==> src/rtl/mouse_click_ctrl.sv <==
// Turns the raw left button and the hover flags into single-cycle start/return click commands.
// A command fires only when the debounced press and release both land on the same scene-gated button.
module mouse_click_ctrl #(
  parameter int DEBOUNCE_CYCLES = 250000,
  parameter int HOVER_LAT       = 1
) (
  input  logic       clk,
  input  logic       rst_n,
  input  logic       mouse_left,
  input  logic       mouse_on_start_button,
  input  logic       mouse_on_return_button,
  input  logic [1:0] scene,
  output logic       start_click,
  output logic       return_click,
  output logic [1:0] btn_highlight,
  output logic       left_level
);

  localparam int CNT_W = $clog2(DEBOUNCE_CYCLES);
  localparam logic [CNT_W-1:0] CNT_MAX = CNT_W'(DEBOUNCE_CYCLES - 1);

  typedef enum logic [1:0] {
    IDLE,
    ARM_START,
    ARM_RETURN,
    WAIT_REL
  } state_t;

  state_t               state, state_n;
  logic [1:0]           scene_latch, scene_latch_n;
  logic                 start_n, return_n;
  logic [HOVER_LAT-1:0] left_sr;
  logic                 left_d;
  logic [CNT_W-1:0]     cnt;
  logic                 settle, rise_evt, fall_evt;
  logic                 tgt_start, tgt_return;

  // Delay the button so it pairs with the block-RAM hover flags.
  always_ff @(posedge clk or negedge rst_n) begin
    if (!rst_n) begin
      left_sr <= '0;
    end else begin
      left_sr[0] <= mouse_left;
      for (int i = 1; i < HOVER_LAT; i++) begin
        left_sr[i] <= left_sr[i-1];
      end
    end
  end

  assign left_d   = left_sr[HOVER_LAT-1];
  assign settle   = (left_d != left_level) && (cnt == CNT_MAX);
  assign rise_evt = settle && !left_level;
  assign fall_evt = settle && left_level;

  always_ff @(posedge clk or negedge rst_n) begin
    if (!rst_n) begin
      cnt        <= '0;
      left_level <= 1'b0;
    end else if (left_d == left_level) begin
      cnt <= '0;
    end else if (settle) begin
      cnt        <= '0;
      left_level <= !left_level;
    end else begin
      cnt <= cnt + 1'b1;
    end
  end

  assign tgt_start  = (scene == 2'd0) && mouse_on_start_button;
  assign tgt_return = (scene == 2'd2) && mouse_on_return_button;

  always_ff @(posedge clk or negedge rst_n) begin
    if (!rst_n) begin
      state         <= IDLE;
      scene_latch   <= 2'd0;
      start_click   <= 1'b0;
      return_click  <= 1'b0;
      btn_highlight <= 2'b00;
    end else begin
      state         <= state_n;
      scene_latch   <= scene_latch_n;
      start_click   <= start_n;
      return_click  <= return_n;
      btn_highlight <= {tgt_return, tgt_start};
    end
  end

  // A scene change while armed wins over a release in the same cycle.
  always_comb begin
    state_n       = state;
    scene_latch_n = scene_latch;
    start_n       = 1'b0;
    return_n      = 1'b0;
    case (state)
      IDLE: begin
        if (rise_evt) begin
          scene_latch_n = scene;
          if (tgt_start)       state_n = ARM_START;
          else if (tgt_return) state_n = ARM_RETURN;
          else                 state_n = WAIT_REL;
        end
      end
      ARM_START: begin
        if (scene != scene_latch) begin
          state_n = WAIT_REL;
        end else if (fall_evt) begin
          state_n = IDLE;
          start_n = tgt_start;
        end
      end
      ARM_RETURN: begin
        if (scene != scene_latch) begin
          state_n = WAIT_REL;
        end else if (fall_evt) begin
          state_n  = IDLE;
          return_n = tgt_return;
        end
      end
      WAIT_REL: begin
        if (fall_evt) state_n = IDLE;
      end
      default: state_n = IDLE;
    endcase
  end

endmodule

==> config.mk <==
export PLATFORM = sky130hd
export DESIGN_NAME = mouse_click_ctrl
export DESIGN_NICKNAME = d
export VERILOG_FILES = /design/src/rtl/mouse_click_ctrl.sv
export SDC_FILE = /design/constraint.sdc
export NUM_CORES = 1
export LEC_CHECK = 0
export BUFFER_PORTS_ARGS = -buffer_cell sky130_fd_sc_hd__buf_2
export CAP_MARGIN = 5
export CORE_UTILIZATION = 35
export CTS_BUF_LIST = sky130_fd_sc_hd__clkbuf_2
export DETAILED_ROUTE_END_ITERATION = 8
export PLACE_DENSITY_LB_ADDON = 0.05
export SYNTH_ARGS = -nofsm -noshare
export SYNTH_HDL_FRONTEND = slang
export SYNTH_SLANG_ARGS = --single-unit
==> constraint.sdc <==
create_clock -name clk -period 2.15 [get_ports clk]
set_input_delay 0.1075 -clock clk [delete_from_list [all_inputs] [get_ports clk]]
set_output_delay 0.1075 -clock clk [all_outputs]
set_load 0.02 [all_outputs]
Yosys cells after proc, flatten, opt, wreduce, memory -nomap -nowiden
Cells that the tools add are included.

Register bits after elaboration: 28. Bits of input ports: 7. Output and inout port bits: 5. Word-level logic and storage cells: 44.

Add/subtract/negate cells: 1. Equality and inequality tests: 9. Muxes and demuxes: 14. Bitwise gates (word level): 1. Reductions and logical operators: 11.

Operators with widths (count): $mux 18 (2); $add 18x1->18 const B (1); $eq 18x18->1 const B (1); $mux 2 (4); $mux 1 (7); $eq 2x2->1 const B (3); $pmux 2 s3 (1); $logic_and 1x1->1 (5); $logic_not 2->1 (2); $reduce_and 2->1 (2); $eq 2x1->1 const B (1); $ne 2x2->1 (1); $ne 2x2->1 const B (1); $reduce_or 2->1 (1); $eq 1x1->1 (1); $logic_not 1->1 (1); $ne 1x1->1 (1); $not 1->1 (1).

Depth between registers and ports, before layout
Gate-level depths: netlist (run 1).

Word-level depth: 6. Depth in mapped cells: 7. Depth with buffers taken out: 6.

Worst setup path after synthesis (run 1)
No wires, ideal clock.

Path type: register to register. Start point: register cnt[0]. End point: register state[1]. Setup time: 0.124 ns. Arrival: 1.520 ns. Data required time: 2.026 ns. Setup slack: 0.506 ns. Cell stages (with the launch flop): 6. Path buffers: 0. Period minus slack after synthesis: 1.644 ns. Path through: dfrtp_1 ha_1 and3_1 nand4_2 o31a_1 a211o_2.

Longest elaborated chain between the ends: 6. Elaborated cells between the ends (all ways): 8. Those cells by class: eq/ne (2); mux (3); reduce/logical (3).

Ends and longest elaborated chain: start, declared (RTL line 34) `logic [CNT_W-1:0] cnt;`; start signal, assigned (RTL line 65) `cnt <= cnt + 1'b1;`; $eq 18x18->1 * (RTL line 51) `assign settle = (left_d != left_level) && (cnt == CNT_MAX);`; $logic_and 1x1->1 * (RTL line 51); $logic_and 1x1->1 (RTL line 53) `assign fall_evt = settle && left_level;`; $mux 2 (2 in series); $pmux 2 s3; end signal, assigned (RTL line 80) `state <= state_n;`; end, declared (RTL line 29) `state_t state, state_n;`.

Every way passes the cells marked *; elsewhere a longest branch is shown, timed or not. A chain may end at the register's enable or synchronous reset.

Worst setup path after layout (run 1)
Ends and elaborated chain as after synthesis.

==> results of run 1 <==
==> cell families after synthesis <==
logic type               count (synthesis)  synth area share, %
AO/OA/AOI/OAI                           11                 6.00
XOR/XNOR                                20                 12.9
adder cells (fa/ha/maj)                  6                 5.30
buffers and inverters                    8                 2.21
flip-flops                              28                 49.4
multiplexers                             2                 1.59
AND/OR/NAND/NOR                         60                 22.6
==> critical path: cells and delay by family, from the launching register on <==
kind                       cells  cell delay [ps]
AOI/OAI and AO/OA              2              670
adders and majority gates      1              180
and+or+nand+nor                2              450
DFF                            1              450
==> worst max-delay path by stage <==
stage                      from                   end  slack (ps)
6_report       cnt[0]$_DFF_PN0_  state[1]$_DFFE_PN0P_         340
5_1_grt        cnt[0]$_DFF_PN0_  state[1]$_DFFE_PN0P_         160
4_1_cts        cnt[0]$_DFF_PN0_  state[1]$_DFFE_PN0P_         320
3_5_place_dp   cnt[0]$_DFF_PN0_  state[0]$_DFFE_PN0P_         360
3_3_place_gp   cnt[0]$_DFF_PN0_  state[1]$_DFFE_PN0P_         340
2_1_floorplan  cnt[0]$_DFF_PN0_  state[1]$_DFFE_PN0P_         510
==> report_power, final <==
part / leakage [uW] / internal [uW] / switching [uW]
registers: 0.000370 / 537 / 5.86
logic: 0.000393 / 21.4 / 31.8
clock network: 0.0000266 / 160 / 158
==> final cells by class <==
type	count	area [um2]	area share, %
Clock buffer	3	15.0	0.922
Clock inverter	1	30.0	1.84
Inverter	4	15.0	0.922
Multi-Input combinational cell	99	686	42.1
Sequential cell	28	701	43.0
Tap cell	48	60.1	3.69
Timing Repair Buffer	18	123	7.53
==> repair_timing <==
item / 4_1_cts / 5_1_grt
gates resized for setup: 0 / 0
hold buffers: 6 / 0
endpoints found under the hold margin: 33 / 0
==> through the flow <==
stage          hold slack, ps  power [uW]  setup slack (ps)  utilization (%)  cells
6_report                  137         914               336             43.2    201
5_1_grt                   124         960               160             43.2    201
4_1_cts                   107         929               320             43.2    201
3_5_place_dp              173         599               357             40.4    191
3_3_place_gp              170         598               343             40.4    191
2_1_floorplan            -188         572               506                -    135
==> flip-flops by register name (all words and copies together), names as in the netlist <==
name / cells
state: 2
left_d: 1
btn_highlight: 2
left_level: 1
return_click: 1
start_click: 1
scene_latch: 2
cnt: 18
==> routing by layer <==
layer / vias to the layer above / global-route usage (%) / part of all wire, %
li1: 497 / - / -
met1: 496 / 18.1 / 48
met2: 3 / 24.5 / 49
met3: 2 / 2.08 / 1.3
met4: 0 / 6.52 / 0.82
met5: - / 0 / 0
==> layout by cell type, fill, tap and decap left out, drive strengths merged, types with 3 or more instances in the layout <==
cell,instances
nand4,4
o21ai,3
buf,12
nor2,21
inv,4
xor2,14
nand3,5
clkbuf,3
dfrtp,28
xnor2,6
nand2,8
a211oi,4
and3,11
dlygate4sd3,6
ha,6
nor4b,5
==> impl_metrics.tcl, run 1 <==
set metrics [dict create \
    ir_worst_vdd_mv 0.243 \
    gp_congestion 0.776 \
    vias_per_cell 4.97 \
    endpoint_kind "flop" \
    routed_wl_um 2680 \
    core_area_um2 3770 \
    post_cts_buffers 0 \
    synth-seq-cells 28 \
    fin_crit_sh_pct 84.4 \
    criticalPathCategory "reg -> reg" \
    async_reset_ff_share_pct 100 \
    slew_violations 0 \
    drive_gt1_share_pct 15.0 \
    synthTopCellsByArea "dfrtp_1 49%, xor2_1 8.0%, nor2_1 5.6%, ha_1 5.3%, and3_1 4.9%" \
    powerDensity_nw_per_um2 561 \
    critPathArrivalTime_ps 2110 \
    rr_startpoint "cnt[0]$_DFF_PN0_" \
    grt_pass1_wl_um 4750 \
    die_h_um 65.6 \
    rows 22 \
    design.die.area_um2 4310 \
    syn-cell-area_um2 1420 \
    grt_max_degree 29 \
    syn_area_per_cell_um2 10.5 \
    cts_buffers 3 \
    drtAntennaViolNets 0 \
    synth.most_common_cell "dfrtp_1" \
    power.leakage_uw 0.000790 \
    synth_edf_count 0 \
    max_cap_violations 0 \
    worstSkewPairLatency_ps 360 \
    yosys.area.top_type "dfrtp_1" \
    synth_ff_type "dfrtp_1" \
    dp_hpwl_um 1890 \
    cts_root_buf "clkbuf_2" \
    cts.clk_slew.worst_paths_ps 270 \
    grt_use_total_pct 14.5 \
    slowest_stage "dfrtp_1" \
    path_max_fanout 4 \
    syn_nets 148 \
    hold_depth 4 \
    seq_area_frac_synth_pct 49.4 \
    maxSlewHeadroom_pct 58.1 \
    rsz0062_at_grt "false" \
    slowest_delay_ps 450 \
    fin_nets 167 \
    ys_types 26 \
    syn_inst 135 \
    cts.sinks 28 \
    tightestPinTransition_ps 628 \
    grt_pass1_vias 1038 \
    fill_cells 357 \
    max_freq_ghz 0.551 \
    placed_cell_area_um2 1520 \
    portBuffers 11 \
    start_util_pct 37.6 \
    dr.pass1.iters 2 \
    clock_path_buffers 2 \
    status "completed" \
    fin_crit_ps 1810 \
    path_cells "ha_1, and3_1, nand4_2, o31a_1, a211o_2" \
    synth_common_cells "28 x dfrtp_1, 21 x nor2_1, 13 x xor2_1" \
    io_pins 12 \
    htree_levels 1 \
    grt-ovfl-total 0 \
    syn_to_final_growth_pct 14.9 \
    wl_per_cell_um 13.3 \
    num_vias 998 \
    cts_tree "done" \
    rr_worst_depth 5 \
    die_x_um 65.6 \
    fin_skew_ps 11.9 \
    fin_area_um2 1630 \
    required_ps 2450 \
    antenna_found_initial 0 \
    hp-class "in -> reg" \
    hold_start "mouse_on_return_button" \
    r2r_end "state[1]$_DFFE_PN0P_" \
    drc 0 \
    drt_iter0_markers 59 \
    r2r_slack_ps 340 \
    min_to "return_click$_DFF_PN0_" \
    antennaDiodeCount 0 \
    hold_violations 0 \
    finalSetupViolations 0 \
    start_kind "flop" \
    yosysTopAreaCellShare_pct 49.4 \
    finalSetupTns_ps 0 \
    yosys_warnings 0 \
]
Note: power is estimated with default switching activity, not from simulation.
==> inputs of run 2 (changes only) <==
==> constraint.sdc (replaced) <==
create_clock -name clk -period 1.9 [get_ports clk]
set_input_delay 0.095 -clock clk [delete_from_list [all_inputs] [get_ports clk]]
set_output_delay 0.095 -clock clk [all_outputs]
set_load 0.02 [all_outputs]
==> impl_metrics.tcl, run 2 (synthesis gave the netlist of run 1 again) <==
set metrics [dict create \
    wl_per_cell_um 13.2 \
    start_kind "flop" \
    finalSetupTns_ps 0 \
    required_ps 2200 \
    endpoint_kind "flop" \
    top_register "cnt" \
    grt_max_degree 29 \
    fill_cells 364 \
    maxSlewHeadroom_pct 57.8 \
    rr_worst_depth 5 \
    dr.pass1.iters 4 \
    r2r_end "state[1]$_DFFE_PN0P_" \
    final_cell_mix "28 x dfrtp_1, 21 x nor2_1, 13 x xor2_1" \
    rr_startpoint "cnt[0]$_DFF_PN0_" \
    final_common_cell "dfrtp_1" \
    drt_iter0_markers 56 \
    fin_crit_ps 1770 \
    criticalPathCategory "reg -> reg" \
    worstSkewPairLatency_ps 370 \
    max_cap_violations 0 \
    portBuffers 11 \
    htree_levels 1 \
    hold_depth 4 \
    ir_worst_vdd_mv 0.253 \
    critPathArrivalTime_ps 2070 \
    cts_root_buf "clkbuf_2" \
    grt_pass1_vias 1072 \
    grt_pass1_wl_um 4840 \
    cts.sinks 28 \
    vias_per_cell 4.99 \
    path_cells "ha_1, and3_4, nand4_4, o31a_1, a211o_2" \
    drive_gt1_share_pct 17.6 \
    cts_buffers 3 \
    gp_congestion 0.776 \
    routed_wl_um 2660 \
    hold_start "mouse_on_return_button" \
    tightestPinTransition_ps 633 \
    num_vias 1003 \
    largest_register_ff_count 18 \
    power.leakage_uw 0.000787 \
    rows 22 \
    io_pins 12 \
    fin_crit_sh_pct 93.0 \
    design.die.area_um2 4310 \
    hold_violations 0 \
    slowest_stage "dfrtp_1" \
    syn_to_final_growth_pct 16.9 \
    fin_skew_ps 6.32 \
    drc 0 \
    start_util_pct 37.6 \
    drtAntennaViolNets 0 \
    power.total_uw 1040 \
    path_max_fanout 4 \
    slew_violations 0 \
    core_area_um2 3770 \
    rsz0062_at_grt "false" \
    hp-class "in -> reg" \
    max_freq_ghz 0.566 \
    cts_tree "done" \
    powerDensity_nw_per_um2 628 \
    clock_path_buffers 2 \
    die_x_um 65.6 \
    die_h_um 65.6 \
    min_to "return_click$_DFF_PN0_" \
    antennaDiodeCount 0 \
    fin_nets 167 \
    status "completed" \
    grt_use_total_pct 14.7 \
    slowest_delay_ps 450 \
    cts.clk_slew.worst_paths_ps 280 \
    finalSetupViolations 0 \
    grt-ovfl-total 0 \
    r2r_slack_ps 130 \
    antenna_found_initial 0 \
    dp_hpwl_um 1900 \
]
-- run 2: changes by cell type in the layout (fill, tap and decap cells not counted) --
cell	change
a211oi_1	-1
a211oi_2	+1
and3_1	-1
and3_4	+1
nand4_2	-1
nand4_4	+1
nor3_1	-1
nor3_2	+1
nor3b_1	-1
nor3b_2	+1
-- run 2: area by class of cell --
type / instances / area, um2 / share of cell area (%)
clock buffers: 3 / 15.0 / 0.906
well taps: 48 / 60.1 / 3.62
repair buffers: 18 / 123 / 7.40
clock inverters: 1 / 30.0 / 1.81
multi-input cells: 99 / 714 / 43.1
flip-flops and latches: 28 / 701 / 42.3
inverters: 4 / 15.0 / 0.906
-- run 2: metrics by stage --
step	worst slack [ps]	std cells	hold WS [ps]	cell area, um2	utilization [%]
global placement	92.8	191	158	1520	40.4
detailed placement	105	191	156	1520	40.4
floorplan	256	135	-201	1420	-
finish	133	201	131	1660	44.0
CTS	70.1	201	98.3	1630	43.2
global route	21.9	201	119	1660	44.0
-- run 2: worst max path at each step --
stage	cells past startpoint	slack [ps]	to	startpoint
CTS	6	70	state[1]$_DFFE_PN0P_	cnt[0]$_DFF_PN0_
detailed placement	6	110	state[1]$_DFFE_PN0P_	cnt[0]$_DFF_PN0_
global placement	6	90	state[1]$_DFFE_PN0P_	cnt[0]$_DFF_PN0_
finish	5	130	state[1]$_DFFE_PN0P_	cnt[0]$_DFF_PN0_
global route	5	20	state[1]$_DFFE_PN0P_	cnt[6]$_DFF_PN0_
floorplan	5	260	state[1]$_DFFE_PN0P_	cnt[0]$_DFF_PN0_
-- run 2: critical path, delay by kind of cell (launching register included) --
family / cells / cell delay [ps]
AO/OA/AOI/OAI: 2 / 700
flip-flops: 1 / 450
AND/OR/NAND/NOR: 2 / 360
adder cells (fa/ha/maj): 1 / 190
-- run 2: metal layers --
| metal | up-vias | GRT usage [%] | routed length, um |
|---|---|---|---|
| met5 | - | 0 | 0 |
| met4 | 0 | 6.52 | 22 |
| met3 | 2 | 2.08 | 34 |
| met2 | 3 | 25.3 | 1330 |
| met1 | 502 | 18.1 | 1280 |
| li1 | 496 | - | - |
-- run 2: repair_timing --
action / 4_1_cts / 5_1_grt
hold endpoints to repair: 33 / 0
buffers inserted: 0 / 0
endpoints found under the setup margin: 0 / 2
hold buffers: 6 / 0
gates resized for setup: 0 / 6
-- run 2: power breakdown --
group,internal [uW],switching [uW]
combinational,24.4,36.2
clock,181,184
sequential,608,6.91
total,813,228
==> inputs of run 3 (changes only) <==
--- a/config.mk
+++ b/config.mk
@@ -5,6 +5,7 @@
 export SDC_FILE = /design/constraint.sdc
 export NUM_CORES = 1
 export LEC_CHECK = 0
+export ABC_AREA = 1
 export BUFFER_PORTS_ARGS = -buffer_cell sky130_fd_sc_hd__buf_2
 export CAP_MARGIN = 5
 export CORE_UTILIZATION = 35
==> impl_metrics.tcl, run 3 <==
set metrics [dict create \
    pre_cts_slack_ps 289 \
    ir_worst_vdd_mv 0.245 \
    rr_startpoint "cnt[0]$_DFF_PN0_" \
    finalSetupViolations 0 \
    fin_skew_ps 3.89 \
    r2r_end "state[0]$_DFFE_PN0P_" \
    async_reset_ff_share_pct 100 \
    dp_hpwl_um 2800 \
    grt_max_degree 29 \
    cts.clk_slew.worst_paths_ps 280 \
    cts_root_buf "clkbuf_2" \
    start_kind "flop" \
    worst_slack_ps 239 \
    yosysTopAreaCellShare_pct 42.9 \
    r2r_slack_ps 240 \
    drt_iter0_markers 53 \
    wl_met3_um 105 \
    drc 0 \
    wl_met2_um 1840 \
    largest_register_ff_count 18 \
    portBuffers 11 \
    finalSetupTns_ps 0 \
    fin_crit_sh_pct 87.4 \
    maxSlewHeadroom_pct 56.5 \
    cts_tree "done" \
    syn_area_per_cell_um2 7.85 \
    syn-cell-area_um2 1630 \
    fin_nets 245 \
    top_layer "met4" \
    syn_to_final_growth_pct 15.0 \
    dr.pass1.iters 4 \
    synth.most_common_cell "nor2_1" \
    top_register "cnt" \
    endpoint_kind "flop" \
    grt_use_total_pct 15.6 \
    max_cap_violations 0 \
    power.leakage_uw 0.000936 \
    vias_per_cell 4.91 \
    hp-class "in -> async" \
    gp_congestion 0.857 \
    multi_input_area_um2 831 \
    die_h_um 70.3 \
    routed_wl_um 3610 \
    seq_area_frac_synth_pct 42.9 \
    final_cell_mix "42 x nor2_1, 40 x nand2_1, 28 x dfrtp_1" \
    yosys_warnings 0 \
    antennaDiodeCount 0 \
    critPathArrivalTime_ps 2000 \
    rr_worst_depth 9 \
    fin_crit_ps 1660 \
    start_util_pct 37.0 \
    seqCellArea_um2 701 \
    rows 24 \
    rsz0062_at_grt "false" \
    cts_buffers 3 \
    path_max_fanout 4 \
    final_util_pct 42.5 \
    grt_pass1_vias 1410 \
    io_pins 12 \
    drive_gt1_share_pct 13.9 \
    wl_per_cell_um 12.7 \
    tightestPinTransition_ps 652 \
    ys_types 27 \
    status "completed" \
    required_ps 2240 \
    met1_length_um 1610 \
    num_vias 1390 \
    grt_pass1_wl_um 6140 \
    antenna_found_initial 0 \
    syn_inst 208 \
    synth_edf_count 0 \
    synth_ff_type "dfrtp_1" \
    yosys.area.top_type "dfrtp_1" \
    final_common_cell "nor2_1" \
    startpoint "cnt[0]$_DFF_PN0_" \
    htree_levels 1 \
    drtAntennaViolNets 0 \
    synthTopCellsByArea "dfrtp_1 43%, nor2_1 9.7%, nand2_1 9.2%, inv_1 5.7%, ha_1 4.6%" \
    cts.sinks 28 \
    syn_nets 221 \
    fill_cells 444 \
    slew_violations 0 \
    design.die.area_um2 4940 \
    synth_common_cells "42 x nor2_1, 40 x nand2_1, 28 x dfrtp_1" \
    worstSkewPairLatency_ps 370 \
    max_freq_ghz 0.602 \
    die_x_um 70.3 \
    timing.hold.ws_ps 228 \
    hold_violations 0 \
    worstSetupEndpoint "state[0]$_DFFE_PN0P_" \
    core_area_um2 4410 \
    grt-ovfl-total 0 \
    clock_path_buffers 2 \
    powerDensity_nw_per_um2 557 \
    synth-seq-cells 28 \
    criticalPathCategory "reg -> reg" \
]
run 3: cell count changes after synthesis, moves of 4 or more:
cell      before  now
nor2_2         0    4
inv_1          4   25
xor2_1        13    7
o21ai_1        0    4
nand2_1        8   40
and3_1        11    0
a211oi_1       4    0
nor4b_1        5    0
a21oi_1        0    5
xnor2_1        6    1
nand3_1        5   15
nor2_1        21   42
nand4_1        3    8
run 3: layout make-up:
cell class	count	share of cell area, %
Clock buffer	3	0.799
Multi-Input combinational cell	153	44.2
Timing Repair Buffer	19	7.20
Clock inverter	1	1.60
Inverter	27	5.40
Tap cell	52	3.46
Sequential cell	28	37.3
run 3: what timing repair did:
item / in CTS / in global routing
endpoints found under the hold margin: 33 / 0
resized for setup: 0 / 0
buffers inserted: 0 / 0
hold buffers: 8 / 0
endpoints found under the setup margin: 0 / 0
run 3: stage by stage:
| step | power, uW | cells | area [um2] |
|---|---|---|---|
| floorplan | 646 | 208 | 1630 |
| global placement | 673 | 271 | 1750 |
| detailed placement | 676 | 271 | 1750 |
| CTS | 1060 | 283 | 1880 |
| global route | 1100 | 283 | 1880 |
| finish | 1050 | 283 | 1880 |
run 3: report_power, final:
part / switching [uW] / internal [uW]
clock: 189 / 181
sequential: 7.03 / 605
combinational: 38.7 / 24.9
total: 235 / 811
run 3: critical path, stage by stage (launching register included):
cell     delay, ps
dfrtp_1        480
ha_1           210
nand2_1         90
nor2_2         160
nand3_1         90
nor2_1         100
nand3_1        170
a21oi_1        180
nand2_1         80
nand2_1         70
run 3: how the worst min path moves through the flow:
stage | slack, ps | start | end
floorplan | -200 | rst_n | btn_highlight[0]$_DFF_PN0_
global placement | 150 | rst_n | cnt[3]$_DFF_PN0_
detailed placement | 160 | rst_n | cnt[3]$_DFF_PN0_
CTS | 220 | rst_n | cnt[1]$_DFF_PN0_
global route | 220 | rst_n | cnt[0]$_DFF_PN0_
finish | 230 | rst_n | cnt[6]$_DFF_PN0_
run 3: routing by layer:
| layer | vias to the layer above | GRT usage [%] |
|---|---|---|
| li1 | 709 | - |
| met3 | 4 | 3.32 |
| met1 | 654 | 17.6 |
| met5 | - | 0 |
| met4 | 0 | 4.00 |
| met2 | 23 | 29.3 |
run 3: cell families (layout without fill, tap and decap cells):
kind of cell	Yosys count	in the layout	synth area share (%)
simple gates	128	128	38.4
flops	28	28	42.9
buf+inv	27	50	6.21
compound gates	11	11	3.60
xor+xnor	8	8	4.29
fa+ha+maj	6	6	4.60
